**config.mk**
```make
export PLATFORM = sky130hd
export DESIGN_NAME = delta_adc_multi_flat
export DESIGN_NICKNAME = d
export VERILOG_FILES = /design/src/rtl/delta_adc_pkg.sv /design/src/rtl/delta_adc_multi_if.sv /design/src/rtl/delta_adc_chan.sv /design/src/rtl/delta_adc_multi.sv /design/src/flat_wrapper.sv
export SDC_FILE = /design/constraint.sdc
export NUM_CORES = 1
export LEC_CHECK = 0
export ABC_AREA = 1
export CORE_ASPECT_RATIO = 0.8
export CORE_MARGIN = 1
export CORE_UTILIZATION = 66
export DETAILED_ROUTE_END_ITERATION = 8
export PLACE_DENSITY_LB_ADDON = 0.05
export SYNTH_ARGS = -nofsm -noshare
export SYNTH_HDL_FRONTEND = slang
export SYNTH_SLANG_ARGS = --single-unit
```
**constraint.sdc**
```tcl
create_clock -name clk -period 8.5 [get_ports clk]
set_input_delay 0.85 -clock clk [delete_from_list [all_inputs] [get_ports clk]]
set_output_delay 0.85 -clock clk [all_outputs]
set_load 0.1 [all_outputs]
```
**src/rtl/delta_adc_pkg.sv**
```systemverilog
// Shared types and helpers for the multi-channel delta-modulation ADC.
package delta_adc_pkg;

   // Readout sequencer states
   typedef enum logic {
      RD_IDLE = 1'b0,
      RD_SEND = 1'b1
   } rd_state_t;

   // Shortest frame the period counter supports; smaller requests are raised to this
   localparam int MIN_PERIOD = 2;

   // Bits needed to index n items, never less than one bit
   function automatic int clog2_min1(input int n);
      int r;
      r = 0;
      while ((1 << r) < n) begin
         r = r + 1;
      end
      return (r < 1) ? 1 : r;
   endfunction

endpackage

```
**src/rtl/delta_adc_multi_if.sv**
```systemverilog
// Result stream of the delta ADC: one channel on-count per valid/ready transfer.
interface delta_adc_multi_if
   import delta_adc_pkg::*;
#(
   parameter int W    = 16,
   parameter int N_CH = 4
) ();

   localparam int CW = clog2_min1(N_CH);

   logic [W-1:0]  res_data_o;
   logic [CW-1:0] res_chan_o;
   logic          res_valid_o;
   logic          res_ready_i;
   logic          res_last_o;

   // Producer side (the ADC core)
   modport master (
      output res_data_o,
      output res_chan_o,
      output res_valid_o,
      output res_last_o,
      input  res_ready_i
   );

   // Consumer side
   modport slave (
      input  res_data_o,
      input  res_chan_o,
      input  res_valid_o,
      input  res_last_o,
      output res_ready_i
   );

endinterface

```
**src/rtl/delta_adc_chan.sv**
```systemverilog
// One delta-modulation channel: comparator synchroniser, 1-bit feedback register,
// on-cycle counter and frame snapshot.
module delta_adc_chan #(
   parameter int W           = 16,
   parameter int SYNC_STAGES = 2
) (
   input  logic         clk,
   input  logic         reset,
   input  logic         i_en,
   input  logic         i_comp,
   input  logic         i_frame_end,
   input  logic         i_snap_en,
   output logic         o_pwm,
   output logic [W-1:0] o_snap
);

   logic [SYNC_STAGES-1:0] r_sync;
   logic                   r_pwm;
   logic [W-1:0]           r_cnt;
   logic [W-1:0]           r_snap;
   logic                   w_pwm;

   // Feedback is forced low whenever conversion is disabled
   assign w_pwm = r_pwm & i_en;

   // Bring the asynchronous comparator into the clock domain
   always_ff @(posedge clk or posedge reset) begin
      if (reset) begin
         r_sync <= '0;
      end else begin
         r_sync <= {r_sync[SYNC_STAGES-2:0], i_comp};
      end
   end

   // Feedback register: the last synchroniser stage drives the external RC/DAC
   always_ff @(posedge clk or posedge reset) begin
      if (reset) begin
         r_pwm <= 1'b0;
      end else begin
         r_pwm <= r_sync[SYNC_STAGES-1];
      end
   end

   // Count enabled cycles with feedback high; restart at every frame end
   always_ff @(posedge clk or posedge reset) begin
      if (reset) begin
         r_cnt <= '0;
      end else if (!i_en || i_frame_end) begin
         r_cnt <= '0;
      end else if (w_pwm) begin
         r_cnt <= r_cnt + 1'b1;
      end
   end

   // Capture the finished frame, including the bit of the frame-end cycle itself
   always_ff @(posedge clk or posedge reset) begin
      if (reset) begin
         r_snap <= '0;
      end else if (i_snap_en) begin
         r_snap <= r_cnt + W'(w_pwm);
      end
   end

   assign o_pwm  = w_pwm;
   assign o_snap = r_snap;

endmodule

```
**src/rtl/delta_adc_multi.sv**
```systemverilog
// N-channel delta-modulation ADC core. Holds the shared frame counter, latched
// period, frame strobe, overrun flag and the readout sequencer that streams the
// per-channel snapshots out one channel per transfer.
module delta_adc_multi
   import delta_adc_pkg::*;
#(
   parameter int W             = 16,
   parameter int N_CH          = 4,
   parameter int STROBE_CYCLES = 16,
   parameter int SYNC_STAGES   = 2
) (
   input  logic            clk,
   input  logic            reset,
   input  logic            en_i,
   input  logic [W-1:0]    Period_counter_val,
   input  logic [N_CH-1:0] Comparator_i,
   output logic [N_CH-1:0] PWM_O,
   output logic            ADC_valid_strb,
   output logic            overrun_o,
   input  logic            ovr_clear_i,
   delta_adc_multi_if.master res
);

   localparam int            CW       = clog2_min1(N_CH);
   localparam int            SW       = $clog2(STROBE_CYCLES + 1);
   localparam logic [CW-1:0] LAST_IDX = CW'(N_CH - 1);

   // Raise too-short period requests to the shortest supported frame
   function automatic logic [W-1:0] clamp_period(input logic [W-1:0] p);
      if (p < W'(MIN_PERIOD)) begin
         return W'(MIN_PERIOD);
      end
      return p;
   endfunction

   logic [W-1:0]  r_pcnt;
   logic [W-1:0]  r_plat;
   logic          r_active;
   logic [SW-1:0] r_strb_cnt;
   logic          r_ovr;
   rd_state_t     r_state;
   logic [CW-1:0] r_idx;

   logic [W-1:0]  w_period_in;
   logic [W-1:0]  w_plat;
   logic          w_frame_end;
   logic          w_hs;
   logic          w_last_idx;
   logic          w_accept;
   logic          w_ovr_set;
   rd_state_t     w_state_nxt;
   logic [CW-1:0] w_idx_nxt;
   logic [N_CH-1:0] w_pwm;
   logic [W-1:0]  w_snap [N_CH];

   assign w_period_in = clamp_period(Period_counter_val);
   // Outside a frame the live clamped input is the effective period, so the
   // first enabled cycle already uses the value that gets latched for it
   assign w_plat      = r_active ? r_plat : w_period_in;
   assign w_frame_end = en_i && (r_pcnt == (w_plat - 1'b1));

   // Frame counter and per-frame period latch
   always_ff @(posedge clk or posedge reset) begin
      if (reset) begin
         r_pcnt   <= '0;
         r_plat   <= W'(MIN_PERIOD);
         r_active <= 1'b0;
      end else if (!en_i) begin
         r_pcnt   <= '0;
         r_active <= 1'b0;
      end else if (w_frame_end) begin
         r_pcnt   <= '0;
         r_plat   <= w_period_in;
         r_active <= 1'b1;
      end else begin
         r_pcnt <= r_pcnt + 1'b1;
         if (!r_active) begin
            r_plat   <= w_period_in;
            r_active <= 1'b1;
         end
      end
   end

   // Stretched frame-complete strobe; every frame end restarts the count
   always_ff @(posedge clk or posedge reset) begin
      if (reset) begin
         r_strb_cnt <= '0;
      end else if (w_frame_end) begin
         r_strb_cnt <= SW'(STROBE_CYCLES);
      end else if (r_strb_cnt != '0) begin
         r_strb_cnt <= r_strb_cnt - 1'b1;
      end
   end

   assign ADC_valid_strb = (r_strb_cnt != '0);

   // Per-channel converters
   for (genvar c = 0; c < N_CH; c++) begin : g_chan
      delta_adc_chan #(
         .W           (W),
         .SYNC_STAGES (SYNC_STAGES)
      ) u_chan (
         .clk         (clk),
         .reset       (reset),
         .i_en        (en_i),
         .i_comp      (Comparator_i[c]),
         .i_frame_end (w_frame_end),
         .i_snap_en   (w_accept),
         .o_pwm       (w_pwm[c]),
         .o_snap      (w_snap[c])
      );
   end

   assign PWM_O = w_pwm;

   assign w_hs       = (r_state == RD_SEND) && res.res_ready_i;
   assign w_last_idx = (r_idx == LAST_IDX);

   // Readout sequencer: accept frames while idle or on the final handshake,
   // otherwise drop the new frame and flag an overrun
   always_comb begin
      w_state_nxt = r_state;
      w_idx_nxt   = r_idx;
      w_accept    = 1'b0;
      w_ovr_set   = 1'b0;
      case (r_state)
         RD_IDLE: begin
            if (w_frame_end) begin
               w_accept    = 1'b1;
               w_state_nxt = RD_SEND;
               w_idx_nxt   = '0;
            end
         end
         RD_SEND: begin
            if (w_hs) begin
               if (w_last_idx) begin
                  w_idx_nxt = '0;
                  if (w_frame_end) begin
                     w_accept    = 1'b1;
                     w_state_nxt = RD_SEND;
                  end else begin
                     w_state_nxt = RD_IDLE;
                  end
               end else begin
                  w_idx_nxt = r_idx + 1'b1;
               end
            end
            if (w_frame_end && !(w_hs && w_last_idx)) begin
               w_ovr_set = 1'b1;
            end
         end
         default: begin
            w_state_nxt = RD_IDLE;
            w_idx_nxt   = '0;
         end
      endcase
   end

   // Readout state and channel index registers
   always_ff @(posedge clk or posedge reset) begin
      if (reset) begin
         r_state <= RD_IDLE;
         r_idx   <= '0;
      end else begin
         r_state <= w_state_nxt;
         r_idx   <= w_idx_nxt;
      end
   end

   // Sticky overrun flag; a new overrun beats a simultaneous clear
   always_ff @(posedge clk or posedge reset) begin
      if (reset) begin
         r_ovr <= 1'b0;
      end else if (w_ovr_set) begin
         r_ovr <= 1'b1;
      end else if (ovr_clear_i) begin
         r_ovr <= 1'b0;
      end
   end

   assign overrun_o       = r_ovr;
   assign res.res_valid_o = (r_state == RD_SEND);
   assign res.res_chan_o  = r_idx;
   assign res.res_data_o  = w_snap[r_idx];
   assign res.res_last_o  = (r_state == RD_SEND) && w_last_idx;

endmodule
```
**src/flat_wrapper.sv**
```systemverilog
// flat-port wrapper written by rule: the top's interface ports become plain ports
module delta_adc_multi_flat import delta_adc_pkg::*;
#(
   parameter int W             = 16,
   parameter int N_CH          = 4,
   parameter int STROBE_CYCLES = 16,
   parameter int SYNC_STAGES   = 2
)
  (clk, reset, en_i, Period_counter_val, Comparator_i, PWM_O, ADC_valid_strb, overrun_o, ovr_clear_i, res_res_data_o, res_res_chan_o, res_res_valid_o, res_res_last_o, res_res_ready_i);
  delta_adc_multi_if #(.W(W), .N_CH(N_CH)) res_i ();
  input  logic clk;
  input  logic reset;
  input  logic en_i;
  input  logic [W-1:0] Period_counter_val;
  input  logic [N_CH-1:0] Comparator_i;
  output logic [N_CH-1:0] PWM_O;
  output logic ADC_valid_strb;
  output logic overrun_o;
  input  logic ovr_clear_i;
  output wire logic [$bits(res_i.res_data_o)-1:0] res_res_data_o;
  output wire logic [$bits(res_i.res_chan_o)-1:0] res_res_chan_o;
  output wire logic [$bits(res_i.res_valid_o)-1:0] res_res_valid_o;
  output wire logic [$bits(res_i.res_last_o)-1:0] res_res_last_o;
  input wire logic [$bits(res_i.res_ready_i)-1:0] res_res_ready_i;
  assign res_res_data_o = res_i.res_data_o;
  assign res_res_chan_o = res_i.res_chan_o;
  assign res_res_valid_o = res_i.res_valid_o;
  assign res_res_last_o = res_i.res_last_o;
  assign res_i.res_ready_i = res_res_ready_i;
  delta_adc_multi #(.W(W), .N_CH(N_CH), .STROBE_CYCLES(STROBE_CYCLES), .SYNC_STAGES(SYNC_STAGES)) u_core (.clk(clk), .reset(reset), .en_i(en_i), .Period_counter_val(Period_counter_val), .Comparator_i(Comparator_i), .PWM_O(PWM_O), .ADC_valid_strb(ADC_valid_strb), .overrun_o(overrun_o), .ovr_clear_i(ovr_clear_i), .res(res_i));
endmodule
```
# After elaboration in Yosys (flattened, before gate mapping)
# Cells that the tools add are included.
dict set report op_classes {
  add_sub_neg 12
  n_mul 0
  n_div 0
  n_lt_le_gt_ge 2
  n_eq_ne 4
  shifts 0
  n_mux 36
  n_bitwise 6
  n_reduce_logical 16
}
# operator n
set op_table {}
lappend op_table {{16-bit 2-to-1 mux} 16}
lappend op_table {{16-bit by 1-bit adder with 16-bit output, second input constant} 5}
lappend op_table {{16-bit by 1-bit adder with 16-bit output} 4}
lappend op_table {{16-bit binary-select mux with 2-bit select} 1}
lappend op_table {{16-bit equality test} 1}
lappend op_table {{16-bit by 2-bit less-than comparator with 1-bit output, second input constant} 1}
lappend op_table {{16-bit by 1-bit subtractor with 16-bit output, second input constant} 1}
lappend op_table {{2-bit nonzero test} 6}
lappend op_table {{1-bit 2-to-1 mux} 11}
lappend op_table {{5-bit 2-to-1 mux} 2}
lappend op_table {{2-bit 2-to-1 mux} 3}
lappend op_table {{1-bit logical AND} 5}
lappend op_table {{5-bit nonzero test} 1}
lappend op_table {{5-bit by 1-bit subtractor with 5-bit output, second input constant} 1}
lappend op_table {{1-bit AND} 4}
lappend op_table {{2-bit inequality test, second input constant} 2}
lappend op_table {{1-bit one-hot mux with 2 select lines} 2}
lappend op_table {{2-bit one-hot mux with 2 select lines} 1}
lappend op_table {{3-bit >= comparator, second input constant} 1}
lappend op_table {{2-bit NOT with 3-bit output} 1}
lappend op_table {{2-bit by 1-bit adder with 2-bit output, second input constant} 1}
lappend op_table {{2-bit equality test, second input constant} 1}
lappend op_table {{1-bit zero test} 2}
lappend op_table {{2-bit AND reduction} 1}
lappend op_table {{other kinds (2)} 2}
dict set report totals {
  register_bits 182
  latchBits 0
  ramBits 0
  romBits 0
  in_bits 25
  out_inout_bits 26
  elab_cells 99
  mem_count 0
}

# Logic depth before layout (Yosys ltp)
# Gate-level depths: netlist (run 1).
dict set report depth {
  word_depth 11
  ltp_mapped 27
}

# Modules after synthesis
# A second synthesis (run 1) with hierarchy kept.
dict set report hier_totals {
  hier_cells 1527
  area_unflattened_um2 10931.7
}
# module instances cells_per_inst area_each_um2
set by_module_without_submodules {}
lappend by_module_without_submodules {delta_adc_chan 4 249 1855.5}
lappend by_module_without_submodules {delta_adc_multi 1 531 3509.6}

# Least setup slack after synthesis (run 1)
# Ideal clock, no wire load.
dict set report synth_timing {
  path_kind {register -> output}
  from {register u_core.r_idx[1] (netlist: u_core.res.res_chan_o[1])}
  to {output res_res_data_o[11]}
  t_arrival_ns 3.576
  required_ns 7.650
  slack_ns 4.074
  path_stages_with_launch 5
  path_buffers 1
  path_cell_list {dfrtp_1 -> inv_1 -> clkbuf_1 -> o21ai_0 -> o21ai_0}
}
dict set report synth_between {
  elab_chain_len 4
}
# element line
set synth_rtl {}
lappend synth_rtl {{start: declaration} delta_adc_multi.sv:42} ;# logic [CW-1:0] r_idx;
lappend synth_rtl {{start signal: assignment} delta_adc_multi.sv:166} ;# r_idx <= w_idx_nxt;
lappend synth_rtl {{2-bit NOT with 3-bit output (not written as such)} delta_adc_multi.sv:184} ;# assign res.res_data_o = w_snap[r_idx];
lappend synth_rtl {{16-bit binary-select mux with 2-bit select} delta_adc_multi.sv:184}
lappend synth_rtl {{16-bit 2-to-1 mux (not written as such) (2 in a row)} delta_adc_multi.sv:184}
lappend synth_rtl {{end: declaration} flat_wrapper.sv:20} ;# output wire logic [$bits(res_i.res_data_o)-1:0] res_res_data_o;
# No other way between the ends. The select of a mux whose other input is x is not followed.

# Worst setup path in the final report (run 1)
dict set report layout_timing {
  from {register u_core.r_idx[0] (netlist: u_core.res.res_chan_o[0])}
  to {output res_res_data_o[2]}
}
# Same word-level chain as after synthesis.

==> metrics.md, run 1 <==
| Metric | Value |
|---|---|
| Critical Path AT | between 3 and 4 ns |
| Placer Congestion | roughly 0.95 |
| Yosys top cell area share | between 40 and 50% |
| Outcome | finished, final reports clean |
| Starting Density | a little under 70% |
| Post-Route Utilization | around three quarters |
| Final Setup Violations | 0 |
| Fraction of layout cells with a size suffix above 1 | approximately 5.1% |
| Critical Path Max Stage Delay | 1.15 ns |
| Grt ovf | 0 |
| Setup crit end kind | output port |
| Die Y | about 120 um |
| Post-Synth XOR/XNOR Area | between 10% and 20% |
| Clock latency on the worst-skew pair | between 0.4 and 0.5 ns |
| Post-synthesis mux area share | 0.0917% |
| Post-CTS Resized | 0 |
| Yosys cell types | 38 |
| Post-CTS Setup Bufs | 0 |
| Die width | between 100 and 150 um |
| Vias in the first global route | between 8000 and 9000 |
| CTS tree | built |
| Headroom to the max-slew limit | 18.0% |
| Routed Antenna Nets | 0 |
| Mapped cell area | approximately 0.011 mm^2 |
| I/O pin cnt | a little over 50 |
| CP Launch Type | flip-flop |
| Drt pass-1 iters | 5 |
| Pins Over Slew Limit | 0 |
| Area delta synth->final | 9.61% |
| Fraction of registers with async set/reset | 100% |
| Nets | 1506 |
| PD cells | 226 mW/mm^2 |
| Clk slew on worst S/H paths | about 0.07 ns |
| GRT Total Usage | between 30% and 40% |
| Worst path slowest cell | clkdlybuf4s50_1 |
| Simple-gate area share of the yosys netlist | a little under a third |
| Hold buffer count at CTS | 0 |
| Initial antenna violation count | 0 |
| Register area | 0.00456 mm^2 |
| CP cell instances | inv_1, buf_4, o21ai_0, a21oi_1, a21oi_1, clkdlybuf4s50_1 |
| Total Routed Length | ~27 mm |
| Peak supply drop | approximately 0.00015 V |
| Hold Crit Class | flip-flop to flip-flop |
| Leak pwr | around 5.6 nW |
| Synthesized Nets | between 1000 and 1500 |
| Post-synth top area cell | dfrtp_1 |
| Post-synth EDFFs | 0 |
| Final hold violations | 0 |
| Area of the multi-input gates | approximately 0.0053 mm^2 |
| Clock Path Buffers | 2 |
| IO buf count | 50 |
| Synth area leaders | dfrtp_1 (41%), nand2_1 (13%), xor2_1 (7.7%) |
| # DRC | 0 |
| Largest net degree at the start of global routing | 119 |
| Vias per cell | approximately 5.7 |
| Die footprint | around 0.017 mm^2 |
| H-tree depth | 4 |
| Inserted Clock Buffers | 17 |
| Final min period | ~4.8 ns |
| Syn Area/Cell | around 7.5 um^2 |
| Filler cells | between 1000 and 1500 |
| First-pass GRT wire length | 44.1 mm |
| Main synth FF type | dfrtp_1 |
| Synth warn | 0 |
| Core ar. | approximately 0.016 mm^2 |
| CP max FO | 26 |
| Seq/Total Area, Yosys | between 40% and 50% |
| Most frequent CP cell | a21oi_1 |
| CTS root buf | clkbuf_16 |
| Clock sink count | between 150 and 200 |
| Fmax | about 210 MHz |
| Site row count | ~40 |
| Post-synthesis compound-gate area fraction | roughly 5.4% |
| Area share of fa/ha/maj cells after synthesis | about 1.9% |
| Cells after synthesis | approximately 1500 |
| Vias post-DR | around 9600 |
| Crit path kind | flip-flop to output port |
| Register bit total from synthesis | around 180 |
| Maxcap violations | 0 |
| Worst Max-Slew Pin Slew | 1.23 ns |
| Ant. Diodes | 0 |
| Avg WL per Cell | between 15 and 20 um |
| Setup TNS | 0 ns |
| Final period util | a little under three fifths |
| Largest family of logic cells by synthesized area | simple AND/OR/NAND/NOR gates |
| Worst path required time | about 7.7 ns |
| RSZ-0062 raised after global routing | false |
| Detailed Place HPWL | about 19 mm |
| Final Skew | around 0.012 ns |
| Initial DRC Count | 846 |
==> state kept, by name, summed over array words and instances (netlist names) <==
register                     flops
u_core.r_plat                   16
u_core.r_strb_cnt                5
u_core.r_active                  1
u_core.r_pcnt                   16
u_core.overrun_o                 1
u_core.g_chan.u_chan.o_snap     64
u_core.res.res_chan_o            2
u_core.g_chan.u_chan.r_cnt      64
u_core.g_chan.u_chan.r_sync      8
u_core.res.res_valid_o           1
u_core.g_chan.u_chan.r_pwm       4
==> cell type report <==
cell class	instances	area share [%]
clock inverters	13	1.20
well taps	215	2.25
repair buffers	55	4.46
multi-input cells	1028	44.6
flip-flops and latches	182	38.1
inverters	180	5.69
clock buffers	19	3.70
==> logic make-up after synthesis <==
family	count (synthesis)
XOR/XNOR	128
multiplexers	1
adder cells (fa/ha/maj)	17
buffers and inverters	244
flip-flops	182
AO/OA/AOI/OAI	111
AND/OR/NAND/NOR	771
==> critical path: cells and delay by family, from the launching register on <==
kind	cells	cell delay (ns)
buffers and inverters	3	2.05
flip-flops	1	0.87
AO/OA/AOI/OAI	3	0.54
==> metal layers <==
layer  global-route usage, %  share of wire, %  vias up
li1                        -                 -     4635
met1                    49.3                48     4563
met2                    49.5                43      356
met3                    5.78               7.6       29
met4                    8.77               1.4        0
met5                       0                 0        -
==> layout by cell type, fill, tap and decap left out, drive strengths merged, types with 11 or more instances in the layout <==
master and count:
a21oi 43, clkbuf 19, clkdlybuf4s50 49, dfrtp 181
ha 17, inv 182, nand2 375, nand3 104
nand4 73, nor2 170, nor3 22, o21ai 60
or2 11, xnor2 32, xor2 96
==> Yosys cell counts, drive strengths merged, types with 6 or more instances <==
| master | number |
|---|---|
| nor4 | 6 |
| xnor2 | 32 |
| nor2 | 170 |
| o22ai | 6 |
| xor2 | 96 |
| or2 | 11 |
| nand3 | 104 |
| o21ai | 60 |
| nand4 | 73 |
| buf | 34 |
| nand2 | 375 |
| inv | 179 |
| clkbuf | 30 |
| ha | 17 |
| dfrtp | 181 |
| a21oi | 43 |
| nor3 | 22 |
==> report_power, final <==
part | switching [mW] | internal, mW | leakage, nW
Sequential | 0.0525 | 0.902 | 2.29
Combinational | 0.733 | 0.219 | 3.04
Clock | 0.348 | 0.444 | 0.277
Total | 1.13 | 1.56 | 5.61
==> final timing paths <==
kind                                                    from                                 to  slack, ns  cells past startpoint
max in group asynchronous                              reset  u_core.g_chan[2].u_chan.o_snap[2]       6.04                      3
max                                 u_core.res.res_chan_o[0]                  res_res_data_o[2]       3.73                      6
min                        u_core.g_chan[1].u_chan.r_sync[0]  u_core.g_chan[1].u_chan.r_sync[1]       0.35                      0
max reg2reg                                  u_core.r_active  u_core.g_chan[0].u_chan.r_cnt[13]       4.18                     20
min in group asynchronous                              reset   u_core.g_chan[1].u_chan.r_cnt[2]       1.03                      2
min reg2reg                u_core.g_chan[1].u_chan.r_sync[0]  u_core.g_chan[1].u_chan.r_sync[1]       0.35                      0
==> metrics by stage <==
step / cell area, um^2 / power [mW] / instances / setup slack (ns) / hold WS, ns
finish: 12000 / 2.70 / 1692 / 3.73 / 0.349
floorplan: 10900 / 1.69 / 1454 / 2.71 / 0.331
global placement: 11400 / 1.90 / 1660 / 3.59 / 0.332
CTS: 12000 / 2.70 / 1692 / 3.72 / 0.350
global route: 12000 / 2.80 / 1692 / 3.42 / 0.359
detailed placement: 11400 / 1.91 / 1660 / 3.51 / 0.335
(Power assumes the default switching activity.)
==> run 2: changes to the inputs <==
--- a/config.mk
+++ b/config.mk
@@ -8,7 +8,7 @@
 export ABC_AREA = 1
 export CORE_ASPECT_RATIO = 0.8
 export CORE_MARGIN = 1
-export CORE_UTILIZATION = 66
+export CORE_UTILIZATION = 55
 export DETAILED_ROUTE_END_ITERATION = 8
 export PLACE_DENSITY_LB_ADDON = 0.05
 export SYNTH_ARGS = -nofsm -noshare
==> constraint.sdc (replaced) <==
create_clock -name clk -period 3.9 [get_ports clk]
set_input_delay 0.39 -clock clk [delete_from_list [all_inputs] [get_ports clk]]
set_output_delay 0.39 -clock clk [all_outputs]
set_load 0.1 [all_outputs]
==> metrics.md, run 2 (synthesis results as in run 1) <==
| Metric | Value |
|---|---|
| H-tree depth | 4 (unchanged) |
| Maxcap violations | 0 (unchanged) |
| Avg WL per Cell | 15.6 um (-0.88%) |
| Vias in the first global route | 8375 (-4.6%) |
| Vias per cell | 5.37 (-5.3%) |
| Fraction of layout cells with a size suffix above 1 | 7.69% (+2.5 points) |
| Routed Antenna Nets | 0 (unchanged) |
| Inserted Clock Buffers | 17 (unchanged) |
| CP Launch Type | input pin |
| Core ar. | 0.0192 mm^2 (+20%) |
| Outcome | finished, final reports clean |
| Detailed Place HPWL | 19.7 mm (+5.9%) |
| CTS tree | built |
| Setup crit end kind | flip-flop |
| Hold buffer count at CTS | 0 (unchanged) |
| Final Skew | 0.0130 ns (+0.000991 ns) |
| Pins Over Slew Limit | 0 (unchanged) |
| PD cells | 483 mW/mm^2 (+110%) |
| Worst Max-Slew Pin Slew | 0.972 ns (-0.255 ns) |
| Clk slew on worst S/H paths | 0.07 ns (about the same) |
| Logic pwr share | 35.3% (about the same) |
| Final Setup Violations | 0 (unchanged) |
| First-pass GRT wire length | 44.4 mm (+0.64%) |
| Initial antenna violation count | 0 (unchanged) |
| Fmax | roughly 290 MHz |
| Setup TNS | 0 ns (unchanged) |
| Ant. Diodes | 0 (unchanged) |
| Post-CTS Setup Bufs | 0 (unchanged) |
| Nets | 1524 (+1.2%) |
| Psw | 2.51 mW (+120%) |
| Peak supply drop | 0.000962 V (+520%) |
| Headroom to the max-slew limit | 35.0% (+17 points) |
| Die footprint | 0.0204 mm^2 (+20%) |
| CP max FO | 14 (-46%) |
| Final hold violations | 0 (unchanged) |
| Hold Crit Class | flip-flop to flip-flop |
| Sequential share of power | 35.2% (-0.2 points) |
| Leak pwr | 5.74 nW (+2.3%) |
| Site row count | 45 (+9.8%) |
| # DRC | 0 (unchanged) |
| Inst Count DP | 1721 (+3.7%) |
| Post-Route Utilization | 63.3% (-12 points) |
| Largest net degree at the start of global routing | 87 (-27%) |
| Grt ovf | 0 (unchanged) |
| I/O pin cnt | 51 (unchanged) |
| Power Total | 5.88 mW (+120%) |
| Switching Share | 42.7% (+0.70 points) |
| Worst path required time | 4.27 ns (-3.38 ns) |
| IO buf count | 50 (unchanged) |
| Die Y | 128 um (+9.4%) |
| Clock latency on the worst-skew pair | 0.44 ns (about the same) |
| Critical Path AT | 3.85 ns (-0.07 ns) |
| CTS root buf | clkbuf_16 |
| Clock share of power | 29.6% (+0.2 points) |
| Placer Congestion | 0.916 (-3.8%) |
| Finished Layout Cells | 1753 (+3.6%) |
| Total Routed Length | 27.3 mm (+2.7%) |
| Post-DP Area | 0.0116 mm^2 (+1.7%) |
| Crit path kind | input pin to flip-flop |
| Design area | 0.0122 mm^2 (+1.6%) |
| Area delta synth->final | 11.4% |
| Drt pass-1 iters | 5 (unchanged) |
| Clock sink count | 182 (unchanged) |
| Vias post-DR | 9406 (-1.8%) |
| Commonest non-fill, non-tap cells in the layout | nand2_1 (372), dfrtp_1 (181), inv_1 (168), nor2_1 (158), nand3_1 (104) |
| Final period util | 89.1% |
| Post-CTS Resized | 0 (unchanged) |
| Die width | 160 um (+9.4%) |
| Internal power | 3.37 mW (+120%) |
| Initial DRC Count | 900 (+6.4%) |
| Starting Density | 56.9% (-12 points) |
| Final min period | between 3 and 4 ns |
| R2R Setup Slk | 0.75 ns (-3.43 ns) |
| Most common cell after layout, fill and taps aside | nand2_1 |
| Clock Path Buffers | 2 (unchanged) |
| GRT Total Usage | 27.7% (-5.2 points) |
| RSZ-0062 raised after global routing | false |
[run 2: cell count changes in the layout (fill, tap and decap cells not counted), sizes merged]
cell	change
clkdlybuf4s50	-21
buf	+39
clkinv	-1
bufinv	-1
clkbuf	+2
[run 2: per-layer routing]
metal  routed length [um]  track usage [%]
met4                  315             6.84
met5                    0                0
met2                10900             37.9
met1                14100             44.3
met3                 1980             5.08
[run 2: worst paths after layout]
| path | endpoint | startpoint | cells past startpoint |
|---|---|---|---|
| worst max-delay path | u_core.g_chan[1].u_chan.r_cnt[14] | Period_counter_val[14] | 24 |
| worst min-delay path | u_core.g_chan[2].u_chan.r_pwm | u_core.g_chan[2].u_chan.r_sync[1] | 0 |
| worst max register to register | u_core.g_chan[1].u_chan.r_cnt[14] | u_core.r_active | 19 |
| worst min register to register | u_core.g_chan[2].u_chan.r_pwm | u_core.g_chan[2].u_chan.r_sync[1] | 0 |
| max in group asynchronous | u_core.g_chan[0].u_chan.o_snap[13] | reset | 3 |
| min in group asynchronous | u_core.r_pcnt[8] | reset | 2 |
[run 2: power by group through the flow]
stage                     Clock [mW]  Combinational, mW  Sequential (mW)
after floorplan                    0               1.53             2.15
after global placement             0               2.04             2.10
after detailed placement           0               2.07             2.09
after CTS                       1.76               2.07             2.06
after global routing            1.82               2.20             2.08
final                           1.74               2.07             2.07
[run 2: cell type report]
class,count,area (um^2)
fill,1736,7040
multi-input combinational,1028,5340
sequential,182,4560
inverter,180,679
timing repair buffer,73,678
clock buffer,21,470
tap,258,323
clock inverter,11,114
[run 2: worst max-delay path, cell delays in order]
cell and delay (ns):
clkdlybuf4s50_1 0.44, nor2_1 0.13, nand2_1 0.08, nor2_1 0.22, nand2_1 0.17, nand2_1 0.10, nand2_1 0.05, nand2_1 0.12
ha_1 0.18, nand3_1 0.14, nor2_1 0.16, nand2_1 0.11, nor2_2 0.19, xor2_1 0.11, or2_1 0.21, nand2_1 0.08
inv_1 0.04, nand2_1 0.09, nor2_4 0.06, nand2_4 0.09, nand2_4 0.16, nor2_2 0.32, nand2_1 0.11, nand2_1 0.08
[run 2: metrics by stage]
step	setup WS, ns	hold slack (ns)
detailed placement	0.0346	0.336
global route	0.0519	0.359
finish	0.427	0.350
global placement	0.124	0.332
floorplan	0.377	0.331
CTS	0.474	0.354
